--- src/rtl/fc_ctrl_pkg.sv ---
// Shared types and constants for the fully connected layer sequencer.
package fc_ctrl_pkg;

  typedef enum logic [2:0] {
    ST_IDLE  = 3'd0,
    ST_CLEAR = 3'd1,
    ST_FEED  = 3'd2,
    ST_DRAIN = 3'd3,
    ST_DONE  = 3'd4
  } state_e;

  localparam int CORE_LATENCY = 2;
  localparam int BRAM_LATENCY = 1;

  // Address widths never collapse to zero bits, even for single-entry memories.
  function automatic int clog2w(input int value);
    return (value <= 1) ? 1 : $clog2(value);
  endfunction

endpackage

--- src/rtl/fc_addr_gen.sv ---
// Input-index, output-index and running weight-pointer counters for the layer walk.
module fc_addr_gen
  import fc_ctrl_pkg::*;
#(
  parameter int IN_NODE   = 16,
  parameter int OUT_NODE  = 10,
  parameter int NODE_AW   = clog2w(IN_NODE),
  parameter int WEIGHT_AW = clog2w(IN_NODE * OUT_NODE),
  parameter int RES_AW    = clog2w(OUT_NODE)
) (
  input  logic                 clk,
  input  logic                 reset_n,
  input  logic                 clear_all,
  input  logic                 clear_in,
  input  logic                 step_in,
  input  logic                 step_out,
  output logic [NODE_AW-1:0]   in_idx,
  output logic [RES_AW-1:0]    out_idx,
  output logic [WEIGHT_AW-1:0] w_ptr,
  output logic                 last_in,
  output logic                 last_out
);

  localparam logic [NODE_AW-1:0]   LAST_IN_IDX  = NODE_AW'(IN_NODE - 1);
  localparam logic [RES_AW-1:0]    LAST_OUT_IDX = RES_AW'(OUT_NODE - 1);
  localparam logic [WEIGHT_AW-1:0] LAST_W_PTR   = WEIGHT_AW'(IN_NODE * OUT_NODE - 1);

  assign last_in  = (in_idx == LAST_IN_IDX);
  assign last_out = (out_idx == LAST_OUT_IDX);

  // NOTE: sequential state uses non-blocking assignments so every register
  // samples pre-edge values, independent of process evaluation order.
  always_ff @(posedge clk or negedge reset_n) begin
    if (!reset_n) begin
      in_idx  <= '0;
      out_idx <= '0;
      w_ptr   <= '0;
    end else if (clear_all) begin
      in_idx  <= '0;
      out_idx <= '0;
      w_ptr   <= '0;
    end else begin
      if (clear_in) begin
        in_idx <= '0;
      end else if (step_in) begin
        in_idx <= last_in ? '0 : in_idx + 1'b1;
      end
      // The weight pointer runs across neuron boundaries; only a new layer rewinds it.
      if (step_in) begin
        w_ptr <= (w_ptr == LAST_W_PTR) ? '0 : w_ptr + 1'b1;
      end
      if (step_out) begin
        out_idx <= last_out ? '0 : out_idx + 1'b1;
      end
    end
  end

endmodule

--- src/rtl/fc_layer_controller.sv ---
// Sequencer walking every output neuron of one FC layer through a single MAC core:
// clear, stream operands from BRAM, wait out the core pipe, write the result.
module fc_layer_controller
  import fc_ctrl_pkg::*;
#(
  parameter int IN_DATA_WIDTH = 8,
  parameter int IN_NODE       = 16,
  parameter int OUT_NODE      = 10,
  parameter int NODE_AW       = clog2w(IN_NODE),
  parameter int WEIGHT_AW     = clog2w(IN_NODE * OUT_NODE),
  parameter int RES_AW        = clog2w(OUT_NODE)
) (
  input  logic                       clk,
  input  logic                       reset_n,
  input  logic                       start_i,
  output logic                       busy_o,
  output logic                       done_o,
  output logic [NODE_AW-1:0]         node_addr_o,
  input  logic [IN_DATA_WIDTH-1:0]   node_rdata_i,
  output logic [WEIGHT_AW-1:0]       weight_addr_o,
  input  logic [IN_DATA_WIDTH-1:0]   weight_rdata_i,
  output logic                       core_run_o,
  output logic                       core_valid_o,
  output logic [IN_DATA_WIDTH-1:0]   core_node_o,
  output logic [IN_DATA_WIDTH-1:0]   core_weight_o,
  input  logic                       core_valid_i,
  input  logic [4*IN_DATA_WIDTH-1:0] core_result_i,
  output logic                       res_we_o,
  output logic [RES_AW-1:0]          res_addr_o,
  output logic [4*IN_DATA_WIDTH-1:0] res_data_o
);

  localparam int CNT_W = clog2w(IN_NODE + 1);
  localparam logic [CNT_W-1:0] LAST_RET = CNT_W'(IN_NODE - 1);

  state_e state, state_n;
  logic clear_all, clear_in, step_in, step_out, capture;
  logic last_in, last_out;
  logic [NODE_AW-1:0]      in_idx;
  logic [RES_AW-1:0]       out_idx;
  logic [WEIGHT_AW-1:0]    w_ptr;
  logic [BRAM_LATENCY-1:0] rd_pipe;
  logic [CORE_LATENCY-1:0] flight_pipe;
  logic [CNT_W-1:0]        ret_cnt;
  logic                    issue, count_en, ret_last;

  fc_addr_gen #(
    .IN_NODE   (IN_NODE),
    .OUT_NODE  (OUT_NODE),
    .NODE_AW   (NODE_AW),
    .WEIGHT_AW (WEIGHT_AW),
    .RES_AW    (RES_AW)
  ) u_addr_gen (
    .clk       (clk),
    .reset_n   (reset_n),
    .clear_all (clear_all),
    .clear_in  (clear_in),
    .step_in   (step_in),
    .step_out  (step_out),
    .in_idx    (in_idx),
    .out_idx   (out_idx),
    .w_ptr     (w_ptr),
    .last_in   (last_in),
    .last_out  (last_out)
  );

  assign issue    = (state == ST_FEED);
  assign count_en = core_valid_i && ((state == ST_FEED) || (state == ST_DRAIN));
  assign ret_last = core_valid_i && (ret_cnt == LAST_RET);

  always_ff @(posedge clk or negedge reset_n) begin
    if (!reset_n) begin
      state <= ST_IDLE;
    end else begin
      state <= state_n;
    end
  end

  // NOTE: every always_comb output gets a default first so no path leaves a
  // signal unassigned, which would otherwise infer a latch.
  always_comb begin
    state_n   = state;
    clear_all = 1'b0;
    clear_in  = 1'b0;
    step_in   = 1'b0;
    step_out  = 1'b0;
    capture   = 1'b0;
    unique case (state)
      ST_IDLE: begin
        if (start_i) begin
          clear_all = 1'b1;
          state_n   = ST_CLEAR;
        end
      end
      ST_CLEAR: begin
        clear_in = 1'b1;
        state_n  = ST_FEED;
      end
      ST_FEED: begin
        step_in = 1'b1;
        if (last_in) state_n = ST_DRAIN;
      end
      ST_DRAIN: begin
        if (ret_last) begin
          capture = 1'b1;
          if (last_out) begin
            state_n = ST_DONE;
          end else begin
            step_out = 1'b1;
            state_n  = ST_CLEAR;
          end
        end
      end
      ST_DONE: state_n = ST_IDLE;
      default: state_n = ST_IDLE;
    endcase
  end

  // Issue strobe delayed to line up with BRAM data; a shadow of the core pipe
  // tracks operands still in flight so the accumulator clear never flushes one.
  always_ff @(posedge clk or negedge reset_n) begin
    if (!reset_n) begin
      rd_pipe     <= '0;
      flight_pipe <= '0;
      ret_cnt     <= '0;
      res_we_o    <= 1'b0;
      res_addr_o  <= '0;
      res_data_o  <= '0;
    end else begin
      rd_pipe     <= (rd_pipe << 1) | BRAM_LATENCY'(issue);
      flight_pipe <= (flight_pipe << 1) | CORE_LATENCY'(core_valid_o);
      if (clear_in) begin
        ret_cnt <= '0;
      end else if (count_en) begin
        ret_cnt <= ret_cnt + 1'b1;
      end
      res_we_o <= capture;
      if (capture) begin
        res_addr_o <= out_idx;
        res_data_o <= core_result_i;
      end
    end
  end

  assign core_valid_o  = rd_pipe[BRAM_LATENCY-1];
  assign core_run_o    = (state == ST_CLEAR) && !core_valid_o && !(|flight_pipe);
  assign busy_o        = (state != ST_IDLE);
  assign done_o        = (state == ST_DONE);
  assign node_addr_o   = in_idx;
  assign weight_addr_o = w_ptr;
  assign core_node_o   = node_rdata_i;
  assign core_weight_o = weight_rdata_i;

endmodule

--- config.mk ---
export PLATFORM = sky130hd
export DESIGN_NAME = fc_layer_controller
export DESIGN_NICKNAME = d
export VERILOG_FILES = /design/src/rtl/fc_ctrl_pkg.sv /design/src/rtl/fc_addr_gen.sv /design/src/rtl/fc_layer_controller.sv
export SDC_FILE = /design/constraint.sdc
export NUM_CORES = 1
export LEC_CHECK = 0
export ABC_CLOCK_PERIOD_IN_PS = 6100
export BUFFER_PORTS_ARGS = -buffer_cell sky130_fd_sc_hd__clkbuf_2
export CORE_MARGIN = 4
export CORE_UTILIZATION = 28
export DETAILED_ROUTE_END_ITERATION = 16
export SYNTH_ARGS = -nofsm -noshare
export SYNTH_HDL_FRONTEND = slang
export SYNTH_HIERARCHICAL = 1
export SYNTH_SLANG_ARGS = --single-unit
--- constraint.sdc ---
create_clock -name clk -period 6.1 [get_ports clk]
set_input_delay 0.305 -clock clk [delete_from_list [all_inputs] [get_ports clk]]
set_output_delay 0.305 -clock clk [all_outputs]
set_load 0.1 [all_outputs]
==> results of run 1 <==
==> per-layer routing <==
layer	vias to the layer above	track usage [%]	wire (µm)
met1	999	13.0	2640
met4	0	4.79	87
li1	962	-	-
met3	7	4.26	473
met5	-	0	0
met2	66	16.0	2970
==> state kept, by name (all words and copies together), names as in the netlist <==
| signal | flops |
|---|---|
| res_addr_o | 4 |
| state | 3 |
| core_valid_o | 1 |
| u_addr_gen/w_ptr | 8 |
| ret_cnt | 5 |
| u_addr_gen/in_idx | 4 |
| u_addr_gen/out_idx | 4 |
| res_we_o | 1 |
| flight_pipe | 2 |
| res_data_o | 32 |
==> metrics by stage <==
stage	hold WS [ns]	setup slack, ns	cell area, µm²	instances	util [%]
2_1_floorplan	0.00941	2.01	2980	234	-
3_3_place_gp	0.364	3.71	3450	438	33.2
3_5_place_dp	0.369	3.65	3450	438	33.2
4_1_cts	0.165	3.63	3630	454	35.0
5_1_grt	0.162	3.50	3630	454	35.0
6_report	0.123	3.69	3630	454	35.0
==> worst max path at each step <==
| stage | cells past startpoint | slack [ns] | end | startpoint |
|---|---|---|---|---|
| final | 7 | 3.69 | res_data_o[2] | ret_cnt[0] |
| after global routing | 7 | 3.50 | res_data_o[2] | ret_cnt[0] |
| after CTS | 7 | 3.63 | res_data_o[2] | ret_cnt[0] |
| after detailed placement | 7 | 3.65 | res_data_o[2] | ret_cnt[0] |
| after global placement | 7 | 3.71 | res_data_o[8] | ret_cnt[0] |
| after floorplan | 1 | 2.01 | core_run_o | core_valid_o |
==> placed cells by master, fill, tap and decap left out, drive strengths merged, types with 2 or more instances in the layout <==
cell    synthesis  layout
nand4           3       3
and2            2       2
or3b            3       3
o21ai           7       7
clkinv          0       4
nor3b           2       2
a31oi           2       2
nand3           3       3
ha              6       6
nor3            3       3
buf            22       5
xnor2           2       2
nand2b          4       4
nand3b          5       5
and3            3       3
clkbuf          2      98
inv             7       7
or3             4       4
dfrtp          64      64
nor2           11      11
xor2            5       5
nand2          13      13
mux2i           3       3
a21oi           7       7
a211oi          2       2
mux2           36      36
==> cell type report <==
class | count | area [µm²]
Tap cell | 136 | 170
Clock buffer | 11 | 151
Clock inverter | 5 | 31.3
Multi-Input combinational cell | 139 | 1180
Sequential cell | 64 | 1600
Fill cell | 1054 | 6740
Timing Repair Buffer | 92 | 470
Inverter | 7 | 26.3
==> logic make-up after synthesis <==
group           Yosys count  synth area share, %
fa+ha+maj                 6                 2.52
mux                      39                 17.1
flops                    64                 53.7
xor+xnor                  7                 2.05
buf+inv                  31                 7.04
compound gates           24                 4.95
simple gates             63                 12.7
==> worst max-delay path, cell delays in order, from the launching register on <==
cell     delay, ns
dfrtp_1       0.38
ha_1          0.19
and3_1        0.17
ha_1          0.15
nand2_1       0.10
nor2_4        0.47
buf_4         0.44
mux2_2        0.38
==> impl_metrics.yaml, run 1 <==
status:
  status: "completed"
yosys:
  ys.flop_type: "dfrtp_1"
  synth-seq-cells: 64
  ys_types: 47
  synth_top_area_share_pct: 53.7
  syn_area_um2: 2980
  syn_avg_cell_area_um2: 12.8
  yosysMostFrequentCell: "dfrtp_1"
  postSynthCellCount: 234
  ys_warn_count: 6
  ys_seq_area_share_pct: 53.7
  yosys-top-cells-count: "64 x dfrtp_1, 20 x mux2_4, 16 x buf_4, 16 x mux2_2, 13 x nand2_1"
  synth_edf_count: 0
  synth_area_leaders: "dfrtp_1 54%, mux2_4 10%, mux2_2 6.0%"
  synthArstFlopShare_pct: 100
  synth_top_area_cell: "dfrtp_1"
  syn_nets: 292
cells_and_area:
  n_antenna_cell: 0
  area_growth_pct: 21.6
  post_route_cells_drive_above_1_share_pct: 47.5
  nets: 371
die:
  die_x_um: 111
  fp.dieH_um: 111
  rows: 37
  ios: 121
  dieArea_um2: 12400
  start_util_pct: 28.8
  core_area_um2: 10400
setup_path:
  path_class: "flip-flop to flip-flop"
  rr_startpoint: "ret_cnt[0]"
  r2r_slack_ns: 3.69
  cp_max_fo: 21
  cp-start-kind: "flip-flop"
  arrival_ns: 2.64
  end_kind: "flip-flop"
  r2r_end: "res_data_o[2]"
  reg2regPathDepth: 7
  worstPathRequired_ns: 6.32
timing:
  max_freq_ghz: 0.414
  period_share_pct: 39.6
  hold_violations: 0
  tightest_slew_ns: 0.832
  rsz0062_at_grt: "false"
  setup_tns_ns: 0
  clock_skew_ns: 0.0114
  setup_viol: 0
  relSlewSlack_pct: 44.5
  fin_crit_ns: 2.41
  slew_violations: 0
route:
  drt-vias-per-instance: 4.48
  drcViolationCount: 0
  vias: 2034
  wl_um: 6160
  dr.pass1.iters: 4
  routedWlPerCell_um: 13.6
  dr.first_iter.drc_count: 88
  ant_nets: 0
min_path:
  min_path_type: "primary input to async pin"
clock_network:
  cts.sinks: 64
  cts_buffers: 9
  worstSkewPairLatency_ns: 0.34
  h-tree-depth: 3
  clk_pin_slew_ns: 0.06
  clock_path_buffers: 2
  cts_setup_buffers: 0
  cts_resized: 0
  holdBufCountCts: 0
  clock-root-buffer: "clkbuf_8"
  cts_tree: "built"
place:
  io_buffer_count: 88
  hpwl_um: 4270
  gp_congestion: 0.777
grt:
  antenna_found_initial: 0
  grt_pass1_wl_um: 10500
  grt_max_degree: 65
  grt_pass1_vias: 2095
  gr-total-overflow: 0
  grt.total_usage_pct: 10.5
run:
  max-cap-violations: 0
Power of run 1 is left out: the tool's default activity adds up to more than one toggle a clock period on the data nets, which glitch-free logic cannot reach.
==> inputs of run 2 (changes only) <==
--- a/config.mk
+++ b/config.mk
@@ -5,7 +5,7 @@
 export SDC_FILE = /design/constraint.sdc
 export NUM_CORES = 1
 export LEC_CHECK = 0
-export ABC_CLOCK_PERIOD_IN_PS = 6100
+export ABC_CLOCK_PERIOD_IN_PS = 2000
 export BUFFER_PORTS_ARGS = -buffer_cell sky130_fd_sc_hd__clkbuf_2
 export CORE_MARGIN = 4
 export CORE_UTILIZATION = 28
==> constraint.sdc (replaced) <==
create_clock -name clk -period 2 [get_ports clk]
set_input_delay 0.1 -clock clk [delete_from_list [all_inputs] [get_ports clk]]
set_output_delay 0.1 -clock clk [all_outputs]
set_load 0.1 [all_outputs]
==> run 2 against run 1 <==
Utilization is 4.4 points higher. Critical path depth down 3. Sequential cell count unchanged. Wire length increased by 5.7%. Global-route usage increased by 0.38 points. Worst setup slack lost 3.6 ns. Largest cell class unchanged. Sequential share of layout area is 4.8 points lower. Via count is 5.4% higher.
==> impl_metrics.yaml, run 2 (same netlist as run 1, synthesis figures left out) <==
status:
  status: "completed"
grt:
  grt.total_usage_pct: 10.9
  antenna_found_initial: 0
  grt_pass1_vias: 2216
  grt_pass1_wl_um: 11000
  grt_max_degree: 40
  gr-total-overflow: 0
place:
  io_buffer_count: 88
  hpwl_um: 4530
  gp_congestion: 0.761
  placed_cell_area_um2: 3560
cells_and_area:
  largest_reg_flops: 32
  n_antenna_cell: 0
  final_cell_mix: "86 x clkbuf_2, 61 x dfrtp_1, 33 x dlygate4sd3_1"
  regMostFlops: "res_data_o"
  area_growth_pct: 36.9
  reg_top3: "res_data_o (32), u_addr_gen/w_ptr (8), ret_cnt (5)"
  nFillCells: 1011
  mostFrequentLayoutCell: "clkbuf_2"
  post_route_cells_drive_above_1_share_pct: 46.5
  nets: 408
  fin_area_um2: 4090
timing:
  setup_viol: 0
  hold_violations: 0
  max_freq_ghz: 0.530
  setup_tns_ns: 0
  clock_skew_ns: 0.0134
  period_share_pct: 94.3
  slew_violations: 0
  tightest_slew_ns: 0.618
  fin_hold_ws_ns: 0.0381
  relSlewSlack_pct: 58.8
  rsz0062_at_grt: "false"
  fin_crit_ns: 1.89
setup_path:
  r2r_slack_ns: 0.13
  critPathMaxStageDelay_ns: 0.44
  r2r_end: "u_addr_gen/out_idx[2]"
  cp_max_fo: 7
  cp-start-kind: "flip-flop"
  crit_chain: "buf_4, or3b_4, nor4_4, buf_12"
  rr_startpoint: "ret_cnt[0]"
  arrival_ns: 1.79
  worstPathRequired_ns: 1.90
  cp_slowest_cell: "or3b_4"
  end_kind: "primary output"
  reg2regPathDepth: 8
  critPathCapture: "core_run_o"
  path_class: "flip-flop to primary output"
  startpoint: "state[1]"
route:
  dr.pass1.iters: 4
  dr.first_iter.drc_count: 87
  drt-vias-per-instance: 4.36
  drcViolationCount: 0
  routedWlPerCell_um: 13.3
  ant_nets: 0
  wl_um: 6510
  vias: 2143
die:
  rows: 37
  fp.dieH_um: 111
  core_area_um2: 10400
  die_x_um: 111
  start_util_pct: 28.8
  ios: 121
  dieArea_um2: 12400
clock_network:
  worstSkewPairLatency_ns: 0.34
  clock_path_buffers: 2
  cts_buffers: 9
  cts_setup_buffers: 0
  cts.sinks: 64
  clock-root-buffer: "clkbuf_8"
  cts_tree: "built"
  clk_pin_slew_ns: 0.07
  h-tree-depth: 3
min_path:
  min_from: "start_i"
  min_path_type: "primary input to flip-flop"
run:
  max-cap-violations: 0
## run 2: cell count changes in the layout (fill, tap and decap cells not counted), sizes merged
cell | previous run | this run
clkbuf | 98 | 96
dlygate4sd3 | 0 | 33
inv | 7 | 8
buf | 5 | 10
## run 2: critical path, delay by kind of cell (launching register included)
family / cells / cell delay [ns]
and+or+nand+nor: 2 / 0.65
buffers and inverters: 2 / 0.40
DFF: 1 / 0.41
## run 2: layer usage
| metal | GRT usage, % | part of all wire, % | wire length (µm) |
|---|---|---|---|
| met5 | 0 | 0 | 0 |
| met4 | 3.41 | 1.2 | 79 |
| met3 | 3.49 | 4.8 | 312 |
| met2 | 17.7 | 50 | 3290 |
| met1 | 13.8 | 44 | 2830 |
## run 2: per-stage QoR
step,util (%),setup WS (ns),cells
floorplan,-,-0.0285,234
global placement,34.4,0.143,442
detailed placement,34.4,0.0627,442
CTS,39.3,0.0257,491
global route,39.4,0.00495,491
finish,39.4,0.114,491
## run 2: worst min-delay path by stage
stage                     slack (ns)             endpoint  depth (start not counted)
after floorplan                -0.20         core_valid_o                          0
after global placement          0.16  u_addr_gen/w_ptr[3]                          1
after detailed placement        0.16  u_addr_gen/w_ptr[3]                          1
after CTS                       0.03             state[0]                          3
after global routing            0.04             state[0]                          3
final                           0.04             state[0]                          3
## run 2: repair_timing
action | in CTS | in global routing
hold buffers | 33 | 0
gates resized for setup | 0 | 3
hold endpoints to repair | 57 | 0
setup endpoints to repair | 0 | 3
## run 2: layout make-up
cell class,instances,area (µm²),share of cell area (%)
inverter,7,26.3,0.643
timing repair buffer,129,883,21.6
clock buffer,10,138,3.37
multi-input combinational,139,1220,29.8
tap,136,170,4.17
sequential,64,1610,39.3
clock inverter,6,43.8,1.07
Power of run 2 is left out for the same reason.
==> inputs of run 3 (changes only) <==
--- a/config.mk
+++ b/config.mk
@@ -8,8 +8,9 @@
 export ABC_CLOCK_PERIOD_IN_PS = 2000
 export BUFFER_PORTS_ARGS = -buffer_cell sky130_fd_sc_hd__clkbuf_2
 export CORE_MARGIN = 4
-export CORE_UTILIZATION = 28
+export CORE_UTILIZATION = 43
 export DETAILED_ROUTE_END_ITERATION = 16
+export PLACE_DENSITY = 0.75
 export SYNTH_ARGS = -nofsm -noshare
 export SYNTH_HDL_FRONTEND = slang
 export SYNTH_HIERARCHICAL = 1
==> run 3 against run 2 <==
Clock-buffer cell count increased by 1. Wire length increased by 4.3%. Critical path depth increased by 5. Hold slack got worse by 0.019 ns. Register-to-register slack got worse by 0.03 ns. Maximum frequency decreased by 0.50%. Die area decreased by 33%. Critical endpoint is now u_addr_gen/out_idx[3]. Highest routed layer unchanged.
==> impl_metrics.yaml, run 3 (same netlist as run 1, synthesis figures left out) <==
min_path:
  min_path_type: "primary input to flip-flop"
  min_to: "res_data_o[7]"
  min_from: "core_result_i[7]"
  worstHoldPathCells: 2
clock_network:
  cts_tree: "built"
  h-tree-depth: 3
  cts.sinks: 64
  cts_buffers: 9
  clock_path_buffers: 2
  worstSkewPairLatency_ns: 0.34
  clock-root-buffer: "clkbuf_8"
  clk_pin_slew_ns: 0.07
timing:
  hold_violations: 0
  tightest_slew_ns: 0.569
  max_freq_ghz: 0.527
  clock_skew_ns: 0.0117
  period_share_pct: 94.8
  fin_hold_ws_ns: 0.0188
  setup_viol: 0
  fin_crit_ns: 1.90
  layout_setup_ws_ns: 0.104
  relSlewSlack_pct: 62.2
  rsz0062_at_grt: "false"
  slew_violations: 0
route:
  dr.first_iter.drc_count: 102
  drcViolationCount: 0
  drt-vias-per-instance: 4.98
  routedWlPerCell_um: 15.6
  ant_nets: 0
  vias: 2171
  wl_um: 6790
  dr.pass1.iters: 4
setup_path:
  cp-start-kind: "flip-flop"
  arrival_ns: 2.11
  reg2regPathDepth: 9
  cp_max_fo: 6
  critPathMaxStageDelay_ns: 0.40
  path_class: "flip-flop to flip-flop"
  startpoint: "ret_cnt[0]"
  crit_chain: "ha_1, and3_1, ha_1, nand2_1, nor3_2, buf_4, and4b_1, o21ai_0, a21oi_1"
  rr_startpoint: "ret_cnt[0]"
  path_common_cell: "ha_1"
  r2r_end: "u_addr_gen/out_idx[3]"
  r2r_slack_ns: 0.10
  end_kind: "flip-flop"
  worstPathRequired_ns: 2.22
  cp_slowest_cell: "dfrtp_1"
grt:
  grt.total_usage_pct: 16.8
  antenna_found_initial: 0
  grt_max_degree: 65
  grt_pass1_wl_um: 11100
  gr-total-overflow: 0
  grt_pass1_vias: 2274
cells_and_area:
  mostFrequentLayoutCell: "clkbuf_2"
  largest_reg_flops: 32
  regMostFlops: "res_data_o"
  area_growth_pct: 35.4
  nets: 411
  reg_top3: "res_data_o (32), u_addr_gen/w_ptr (8), ret_cnt (5)"
  postLayoutCoreUtil_pct: 59.8
  n_antenna_cell: 0
  post_route_cells_drive_above_1_share_pct: 46.6
  final_cell_mix: "87 x clkbuf_2, 60 x dfrtp_1, 32 x dlygate4sd3_1"
die:
  die_x_um: 91.3
  fp.dieH_um: 91.3
  rows: 30
  core_area_um2: 6760
  ios: 121
  start_util_pct: 44.2
  dieArea_um2: 8340
place:
  gp_congestion: 0.759
  io_buffer_count: 88
  hpwl_um: 4530
  place_ws_ns: 0.0548
status:
  status: "completed"
run:
  max-cap-violations: 0
-- run 3: changes by cell type in the layout (fill, tap and decap cells not counted), sizes merged --
cell | before | now
inv | 8 | 7
bufinv | 0 | 1
clkbuf | 96 | 98
buf | 10 | 13
dlygate4sd3 | 33 | 32
clkinv | 4 | 1
-- run 3: final cells by class --
| cell class | count | area, µm² |
|---|---|---|
| Tap cell | 80 | 100 |
| Sequential cell | 64 | 1610 |
| Multi-Input combinational cell | 139 | 1210 |
| Inverter | 7 | 26.3 |
| Timing Repair Buffer | 132 | 903 |
| Clock inverter | 3 | 42.5 |
| Fill cell | 534 | 2720 |
| Clock buffer | 11 | 151 |
-- run 3: timing repair --
action / CTS / global route
endpoints found under the hold margin: 95 / 0
gates resized for setup: 0 / 2
buffers inserted: 0 / 1
endpoints found under the setup margin: 0 / 2
hold buffers: 32 / 0
-- run 3: worst max-delay path: cells and delay by family (launching register included) --
kind                     cells  cell delay [ns]
AO/OA/AOI/OAI                2             0.26
adder cells (fa/ha/maj)      2             0.41
buffers and inverters        1             0.15
AND/OR/NAND/NOR              4             0.56
flip-flops                   1             0.40
-- run 3: stage by stage --
stage	instance area (µm²)	TNS, ns	std cells
2_1_floorplan	3030	-0.0512	234
3_3_place_gp	3520	0	389
3_5_place_dp	3520	0	389
4_1_cts	4030	0	435
5_1_grt	4040	0	436
6_report	4040	0	436
-- run 3: routing by layer --
| layer | vias up | GRT usage, % | wire, µm | part of all wire [%] |
|---|---|---|---|---|
| li1 | 1043 | - | - | - |
| met1 | 1059 | 20.2 | 2770 | 41 |
| met2 | 46 | 28.3 | 3600 | 53 |
| met3 | 23 | 2.98 | 200 | 2.9 |
| met4 | 0 | 9.80 | 226 | 3.3 |
| met5 | - | 0 | 0 | 0 |
-- run 3: worst max path at each step --
stage / depth (start not counted) / endpoint / slack (ns)
after floorplan: 7 / u_addr_gen/w_ptr[5] / -0.03
after global placement: 8 / u_addr_gen/out_idx[2] / 0.13
after detailed placement: 8 / u_addr_gen/out_idx[2] / 0.05
after CTS: 4 / core_run_o / 0.03
after global routing: 8 / u_addr_gen/out_idx[2] / 0.01
final: 9 / u_addr_gen/out_idx[3] / 0.10
Power of run 3 is left out for the same reason.
